File: config.mk
export PLATFORM = sky130hd
export DESIGN_NAME = sample_window_avg
export DESIGN_NICKNAME = d
export VERILOG_FILES = /design/src/rtl/sample_win_pkg.sv /design/src/rtl/sample_win_buf.sv /design/src/rtl/sample_window_avg.sv
export SDC_FILE = /design/constraint.sdc
export NUM_CORES = 1
export LEC_CHECK = 0
export ABC_CLOCK_PERIOD_IN_PS = 6200
export CORE_UTILIZATION = 45
export DETAILED_ROUTE_END_ITERATION = 6
export DONT_BUFFER_PORTS = 1
export GPL_ROUTABILITY_DRIVEN = 0
export SYNTH_ARGS = -nofsm -noshare
export SYNTH_HDL_FRONTEND = slang
export SYNTH_SLANG_ARGS = --single-unit
File: constraint.sdc
create_clock -name CLK -period 6.2 [get_ports CLK]
set_input_delay 1.86 -clock CLK [delete_from_list [all_inputs] [get_ports CLK]]
set_output_delay 1.86 -clock CLK [all_outputs]
set_load 0.02 [all_outputs]
File: src/rtl/sample_win_pkg.sv
// ---------------------------------------------------------------------------
// sample_win_pkg
// Shared definitions for the sliding-window averager:
//   - is_pow2 / clog2_f : elaboration-time helpers for parameter checking
//   - sum_width         : accumulator width for a given sample width / depth
//   - win_cnt_t         : count/pointer carrier, wide enough for DEPTH = 256
// Optional feature macro used by the slice: SAMPLE_WIN_PEAK_EN (see top).
// ---------------------------------------------------------------------------
package sample_win_pkg;

    localparam int MAX_DEPTH = 256;

    // Nine bits hold counts 0..256 inclusive, which the largest window needs.
    typedef logic [8:0] win_cnt_t;

    function automatic bit is_pow2(input int v);
        return (v > 0) && ((v & (v - 1)) == 0);
    endfunction

    function automatic int clog2_f(input int v);
        int r;
        r = 0;
        for (int i = 0; i < 32; i++) begin
            if ((1 << r) < v) r = r + 1;
        end
        return r;
    endfunction

    // DEPTH samples of (2^WIDTH - 1) each fit in WIDTH + log2(DEPTH) bits.
    function automatic int sum_width(input int w, input int d);
        return w + clog2_f(d);
    endfunction

endpackage

File: src/rtl/sample_win_buf.sv
// ---------------------------------------------------------------------------
// sample_win_buf
// Circular sample store: DEPTH x WIDTH registers, one synchronous write port
// and one asynchronous read port sharing the same address. The read returns
// the value held before this cycle's write, which is how the oldest sample is
// fetched in the same cycle it gets replaced. Data is intentionally not reset.
// Ports:
//   CLK    in   1      clock, rising edge
//   we     in   1      write enable
//   addr   in   AW     shared read/write slot index
//   wdata  in   WIDTH  value written at addr
//   rdata  out  WIDTH  current content of slot addr
// ---------------------------------------------------------------------------
module sample_win_buf #(
    parameter int WIDTH = 8,
    parameter int DEPTH = 4,
    parameter int AW    = 2
) (
    input  logic             CLK,
    input  logic             we,
    input  logic [AW-1:0]    addr,
    input  logic [WIDTH-1:0] wdata,
    output logic [WIDTH-1:0] rdata
);

    logic [WIDTH-1:0] mem [DEPTH];

    // Sample storage; contents before the first write are never observed
    // because the window count gates their use.
    always_ff @(posedge CLK) begin
        if (we) begin
            mem[addr] <= wdata;
        end
    end

    assign rdata = mem[addr];

endmodule

File: src/rtl/sample_window_avg.sv
// ---------------------------------------------------------------------------
// sample_window_avg
// Sliding-window accumulator: takes one unsigned WIDTH-bit sample per
// valid/ready beat, keeps the last DEPTH samples and presents the running sum
// and the sum divided by DEPTH (partial windows average over DEPTH, with
// empty slots counting as zero). Results appear one cycle after the accept.
// Ports:
//   CLK        in   1      clock, rising edge
//   RST        in   1      asynchronous active-low reset
//   clear      in   1      synchronous window flush, highest priority
//   in_valid   in   1      sample present
//   in_data    in   WIDTH  sample value
//   in_ready   out  1      block can take a sample this cycle
//   out_valid  out  1      result registers hold a result
//   out_ready  in   1      downstream takes the result
//   out_sum    out  SUM_W  sum of samples currently in the window
//   out_avg    out  WIDTH  out_sum >> LOG2D, truncated
//   out_full   out  1      window holds DEPTH samples
//   out_peak   out  WIDTH  only with SAMPLE_WIN_PEAK_EN: largest sample
//                          accepted since the last reset or clear
// Configuration macro: SAMPLE_WIN_PEAK_EN
// ---------------------------------------------------------------------------
module sample_window_avg
    import sample_win_pkg::*;
#(
    parameter  int WIDTH = 8,
    parameter  int DEPTH = 4,
    localparam int LOG2D = clog2_f(DEPTH),
    localparam int SUM_W = sum_width(WIDTH, DEPTH)
) (
    input  logic             CLK,
    input  logic             RST,
    input  logic             clear,
    input  logic             in_valid,
    input  logic [WIDTH-1:0] in_data,
    output logic             in_ready,
    output logic             out_valid,
    input  logic             out_ready,
    output logic [SUM_W-1:0] out_sum,
    output logic [WIDTH-1:0] out_avg,
    output logic             out_full
`ifdef SAMPLE_WIN_PEAK_EN
    ,
    output logic [WIDTH-1:0] out_peak
`endif
);

    // Reject unsupported configurations at elaboration.
    if (!is_pow2(DEPTH) || DEPTH < 2 || DEPTH > MAX_DEPTH) begin : g_bad_depth
        $error("sample_window_avg: DEPTH must be a power of two in 2..256");
    end
    if (WIDTH < 2) begin : g_bad_width
        $error("sample_window_avg: WIDTH must be at least 2");
    end

    localparam win_cnt_t FULL_CNT = win_cnt_t'(DEPTH);

    logic [LOG2D-1:0] wr_ptr;
    win_cnt_t         count;
    win_cnt_t         count_nxt;
    logic [SUM_W-1:0] sum;
    logic [SUM_W-1:0] sum_nxt;
    logic [WIDTH-1:0] oldest;
    logic             accept;
    logic             window_full;

    sample_win_buf #(
        .WIDTH (WIDTH),
        .DEPTH (DEPTH),
        .AW    (LOG2D)
    ) u_buf (
        .CLK   (CLK),
        .we    (accept),
        .addr  (wr_ptr),
        .wdata (in_data),
        .rdata (oldest)
    );

    // A new sample may enter only when the result slot is free or being
    // drained this cycle; a flush blocks intake for its cycle.
    assign in_ready    = !clear && (!out_valid || out_ready);
    assign accept      = in_valid && in_ready;
    assign window_full = (count == FULL_CNT);

    // Once full, the slot at wr_ptr holds the oldest sample; its value leaves
    // the sum as the new one enters. Before that, nothing is retired.
    always_comb begin
        count_nxt = window_full ? count : win_cnt_t'(count + 9'd1);
        sum_nxt   = sum + SUM_W'(in_data) - (window_full ? SUM_W'(oldest) : '0);
    end

    // Window state and result registers. Flush leaves the last out_sum and
    // out_avg in place; out_valid=0 marks them as stale.
    always_ff @(posedge CLK or negedge RST) begin
        if (!RST) begin
            wr_ptr    <= '0;
            count     <= '0;
            sum       <= '0;
            out_valid <= 1'b0;
            out_sum   <= '0;
            out_avg   <= '0;
            out_full  <= 1'b0;
        end else if (clear) begin
            wr_ptr    <= '0;
            count     <= '0;
            sum       <= '0;
            out_valid <= 1'b0;
            out_full  <= 1'b0;
        end else if (accept) begin
            wr_ptr    <= wr_ptr + 1'b1;
            count     <= count_nxt;
            sum       <= sum_nxt;
            out_valid <= 1'b1;
            out_sum   <= sum_nxt;
            out_avg   <= sum_nxt[SUM_W-1:LOG2D];
            out_full  <= (count_nxt == FULL_CNT);
        end else if (out_ready) begin
            out_valid <= 1'b0;
        end
    end

`ifdef SAMPLE_WIN_PEAK_EN
    // Running maximum, updated alongside out_sum.
    always_ff @(posedge CLK or negedge RST) begin
        if (!RST) begin
            out_peak <= '0;
        end else if (clear) begin
            out_peak <= '0;
        end else if (accept && (in_data > out_peak)) begin
            out_peak <= in_data;
        end
    end
`endif

endmodule

# After elaboration in Yosys (flattened, before gate mapping)
# Memories as Yosys holds them, arrays and structs flattened.
# Cells that the tools add are included.
# totals
inputBits	13
mem_bits_rw	32
wordCells	38
n_memories	1
ff_bits	41
out_inout_bits	21
# memory_table
name	words	width	read_ports	rd_clocked_by_memory_dff	wr	line	source
u_buf.mem	4	8	1	0	1	sample_win_buf.sv:26	logic [WIDTH-1:0] mem [DEPTH];
# classes
addsub	4
n_mux	15
eq_ne	2
n_bitwise	1
reduce_logical	8
# op_table
op	n
9-bit 2-to-1 mux	3
10-bit 2-to-1 mux	2
9-bit by 3-bit equality test with 1-bit output (second input constant)	2
10-bit by 8-bit adder with 10-bit output	1
10-bit by 8-bit subtractor with 10-bit output	1
9-bit by 1-bit adder with 9-bit output (second input constant)	1
8-bit 2-to-1 mux	1
1-bit 2-to-1 mux	7
2-bit 2-to-1 mux	2
3-bit nonzero test	1
2-bit by 1-bit adder with 2-bit output (second input constant)	1
1-bit logical AND	2
1-bit zero test	2
2-bit AND reduction	1
2-bit nonzero test	1
1-bit logical OR	1
1-bit NOT	1

# Depth between registers and ports, before layout
# depth
word_depth	6
mapped_depth	15
mapped_depth_nobuf	14

# Modules after synthesis
# A second synthesis with hierarchy kept.
# unflattened
cells_unflattened	313
hier_area_um2	3507.1
# modules_own_cells
module	n_inst	area_each_um2	seq_area_each_um2	cells_per_inst
sample_window_avg	1	2307.2	825.8	267
sample_win_buf	1	1199.9	960.9	46

# Worst setup path after synthesis
# OpenSTA, ideal clock, no wires.
# synth_path
kind	in2out
start	input clear
end	output in_ready
path_stages	3
path_buffers	2
setup_slack_ns	1.762
arrival_time_ns	2.578
cell_sequence	clkbuf_1 clkbuf_1 nor2_1
# synth_via
elab_chain_len	2
# synth_lines
element	line	source
from (decl)	sample_window_avg.sv:33	input logic clear,
1-bit zero test	sample_window_avg.sv:81	assign in_ready = !clear && (!out_valid || out_ready);
1-bit logical AND	sample_window_avg.sv:81	
to (decl)	sample_window_avg.sv:36	output logic in_ready,
# Every way passes these cells.

# Worst setup path in the final report
# layout_path
start	input out_ready
end	output in_ready
# layout_via
elab_chain_len	2
# layout_lines
element	line	source
from (decl)	sample_window_avg.sv:38	input logic out_ready,
1-bit logical OR	sample_window_avg.sv:81	
1-bit logical AND	sample_window_avg.sv:81	
# Every way passes these cells.

==> summary.md <==
| Metric | Value |
|---|---|
| Yosys top cell area share | `0.263` |
| Clock root buffer | `clkbuf_8` |
| Pre-antenna DRT Iters | `4` |
| Clock Path Buffers | `2` |
| Synth area leader | `edfxtp_1` |
| Syn_nets | `370` |
| Library cells used by synthesis | `52` |
| Startpoint types | `input port` |
| H-tree depth | `3` |
| Mapped Avg Cell Area | `11.0 um2` |
| Io pins | `34` |
| Nets | `362` |
| FP Rows | `32` |
| Register area share after synthesis | `0.489` |
| Initial drt markers | `80` |
| Synthesis-to-layout area growth | `6.68%` |
| Hpwl dp | `4850 um` |
| Setup Buffers After CTS | `0` |
| Total GRT Usage | `0.181` |
| Clk_lat worst skew | `0.34 ns` |
| Detailed-route wire length per cell | `16.1 um` |
| Syn Inst Count | `333` |
| Worst min path class | `reg2reg` |
| Setup crit end kind | `output port` |
| Fin crit share | `0.656` |
| First-pass GRT wire length | `11500 um` |
| Cell area after layout | `3900 um2` |
| Final core utilization | `0.499` |
| Max Fclk | `246 MHz` |
| Synth area leaders | `edfxtp_1 26%, dfrtp_1 23%, ha_1 5.5%` |
| Worst VDD drop | `0.146 mV` |
| Max-slew headroom | `0.497` |
| Vias per cell | `5.30` |
| Cell family with most CP delay | `simple AND/OR/NAND/NOR gates` |
| # port buffers | `0` |
| ANT nets after route | `0` |
| Drt total wl | `6970 um` |
| ANT cells | `0` |
| Arr. time, crit path | `2.21 ns` |
| Crit-path cells | `nor2b_1 -> nor2_1` |
| Slew Viols, Final | `0` |
| Core Area | `7810 um2` |
| Primary FF master, synth | `dfrtp_1` |
| PostCTS Resize Cnt | `0` |
| Final Hold Viols | `0` |
| Slew @ Worst Pin | `0.753 ns` |
| Setup Skew | `0.0164 ns` |
| Synth Register Bits | `65` |
| CP required | `4.34 ns` |
| Crit-path slowest cell | `nor2_1` |
| Fillers | `704` |
| Buf/Inv on CP | `0` |
| Clock buffer count from CTS | `9` |
| Die Area | `8490 um2` |
| Clock Sinks | `65` |
| Die X | `92.1 um` |
| Vias | `2291` |
| Synthesized area | `3650 um2` |
| Setup TNS Final | `0 ns` |
| Maxcap violations | `0` |
| CP max stage delay | `0.31 ns` |
| Unrepaired setup endpoints after global routing | `false` |
| Async S/R FF share, synth | `0.508` |
| Vias in the first global route | `2293` |
| Area after DPL | `3670 um2` |
| Largest net degree at the start of global routing | `34` |
| Synth warn | `0` |
| CP Class | `in2out` |
| Critical Path Fanout Max | `3` |
| Power per cell area | `352 nW/um2` |
| Overflow left after global routing | `0` |
| Initial Utilization | `0.468` |
| Hold-fix buffers, CTS | `0` |
| EDFF count, synth | `32` |
| Initial antenna violation count | `0` |
| DRC Markers | `0` |
| Outcome | `completed` |
| Die H | `92.1 um` |
| CTS tree | `yes` |
| Crit path time final | `4.07 ns` |
| Share of cells above drive strength 1 | `0.106` |
| Leak | `1.57 nW` |
| Clock-pin slew on the worst setup and hold paths | `0.08 ns` |
| Final setup vio count | `0` |
layout by cell type, fill, tap and decap left out, drive strengths merged, types with 4 or more instances in the layout:
master,count
dfrtp,33
xnor2,5
nor2,22
nor3,5
nand2,33
ha,16
nor3b,4
nor2b,10
mux4,8
o21a,5
and2,4
nand2b,4
a21oi,19
clkbuf,9
fa,8
inv,42
edfxtp,32
o21ai,10
nand4,4
nand3,12
xor2,6
registers in the layout (all words and copies together), names as in the netlist:
register / cells
u_buf.mem: 32
out_sum: 10
sum: 10
count: 9
wr_ptr: 2
out_full: 1
out_valid: 1
report_power, final:
| part | total (W) | switching [W] | internal (W) |
|---|---|---|---|
| Combinational | 0.000343 | 0.000184 | 0.000159 |
| Sequential | 0.000617 | 0.000113 | 0.000505 |
| Clock | 0.000411 | 0.000181 | 0.000231 |
| Total | 0.00137 | 0.000477 | 0.000895 |
per-layer routing:
layer | share of wire | global-route usage
met1 | 0.51 | 0.255
met2 | 0.44 | 0.268
met3 | 0.040 | 0.0506
met5 | 0 | 0
met4 | 0.016 | 0.0625
area by class of cell:
cell class | instances | area [um2] | share of cell area
flip-flops and latches | 65 | 1790 | 0.458
multi-input cells | 207 | 1590 | 0.409
inverters | 40 | 150 | 0.0385
well taps | 102 | 128 | 0.0327
clock buffers | 9 | 124 | 0.0318
clock inverters | 7 | 103 | 0.0263
repair buffers | 2 | 15.0 | 0.00385
metrics by stage:
step,std cells,total power (W),hold WS (ns),worst slack (ns)
finish,432,0.00137,0.497,2.13
global route,432,0.00145,0.544,2.10
CTS,432,0.00138,0.504,2.13
detailed placement,416,0.000968,0.481,2.13
global placement,416,0.000963,0.491,2.13
floorplan,333,0.000931,0.449,1.76
cells in the mapped netlist (2+ instances only):
| cell type | count |
|---|---|
| or4_1 | 2 |
| mux2i_1 | 2 |
| nand3_1 | 12 |
| and2_1 | 4 |
| o31ai_1 | 3 |
| a211oi_1 | 2 |
| xor2_1 | 6 |
| nand3b_1 | 2 |
| nor3_1 | 5 |
| mux4_2 | 8 |
| and3_1 | 2 |
| nor2_1 | 22 |
| o21a_1 | 5 |
| edfxtp_1 | 32 |
| a21oi_1 | 19 |
| ha_1 | 16 |
| nor3b_1 | 4 |
| buf_2 | 4 |
| nand2b_1 | 3 |
| fa_1 | 8 |
| xnor2_1 | 5 |
| clkbuf_1 | 7 |
| nor2b_1 | 9 |
| nand2_1 | 33 |
| nand4_1 | 4 |
| o21ai_0 | 9 |
| mux2_2 | 2 |
| buf_4 | 9 |
| dfrtp_1 | 33 |
| inv_1 | 39 |
worst paths after layout:
| path | endpoint | startpoint | slack, ns | depth (start not counted) |
|---|---|---|---|---|
| max | in_ready | out_ready | 2.13 | 2 |
| min | sum[6] | sum[6] | 0.50 | 2 |
| max reg2reg | out_sum[9] | count[3] | 2.54 | 11 |
| min reg2reg | sum[6] | sum[6] | 0.50 | 2 |
| max in group asynchronous | count[1] | RST | 4.90 | 0 |
| min in group asynchronous | out_sum[1] | RST | 1.20 | 0 |
cell families (layout without fill, tap and decap cells):
| family | after synthesis | count (layout) | share of synthesized area |
|---|---|---|---|
| muxes | 12 | 12 | 0.0609 |
| DFF | 65 | 65 | 0.489 |
| buffers and inverters | 61 | 58 | 0.0753 |
| AOI/OAI and AO/OA | 52 | 52 | 0.0955 |
| xor gates and xnor gates | 12 | 12 | 0.0325 |
| and+or+nand+nor | 107 | 107 | 0.148 |
| adders and majority gates | 24 | 24 | 0.0986 |
(Power assumes the default switching activity.)
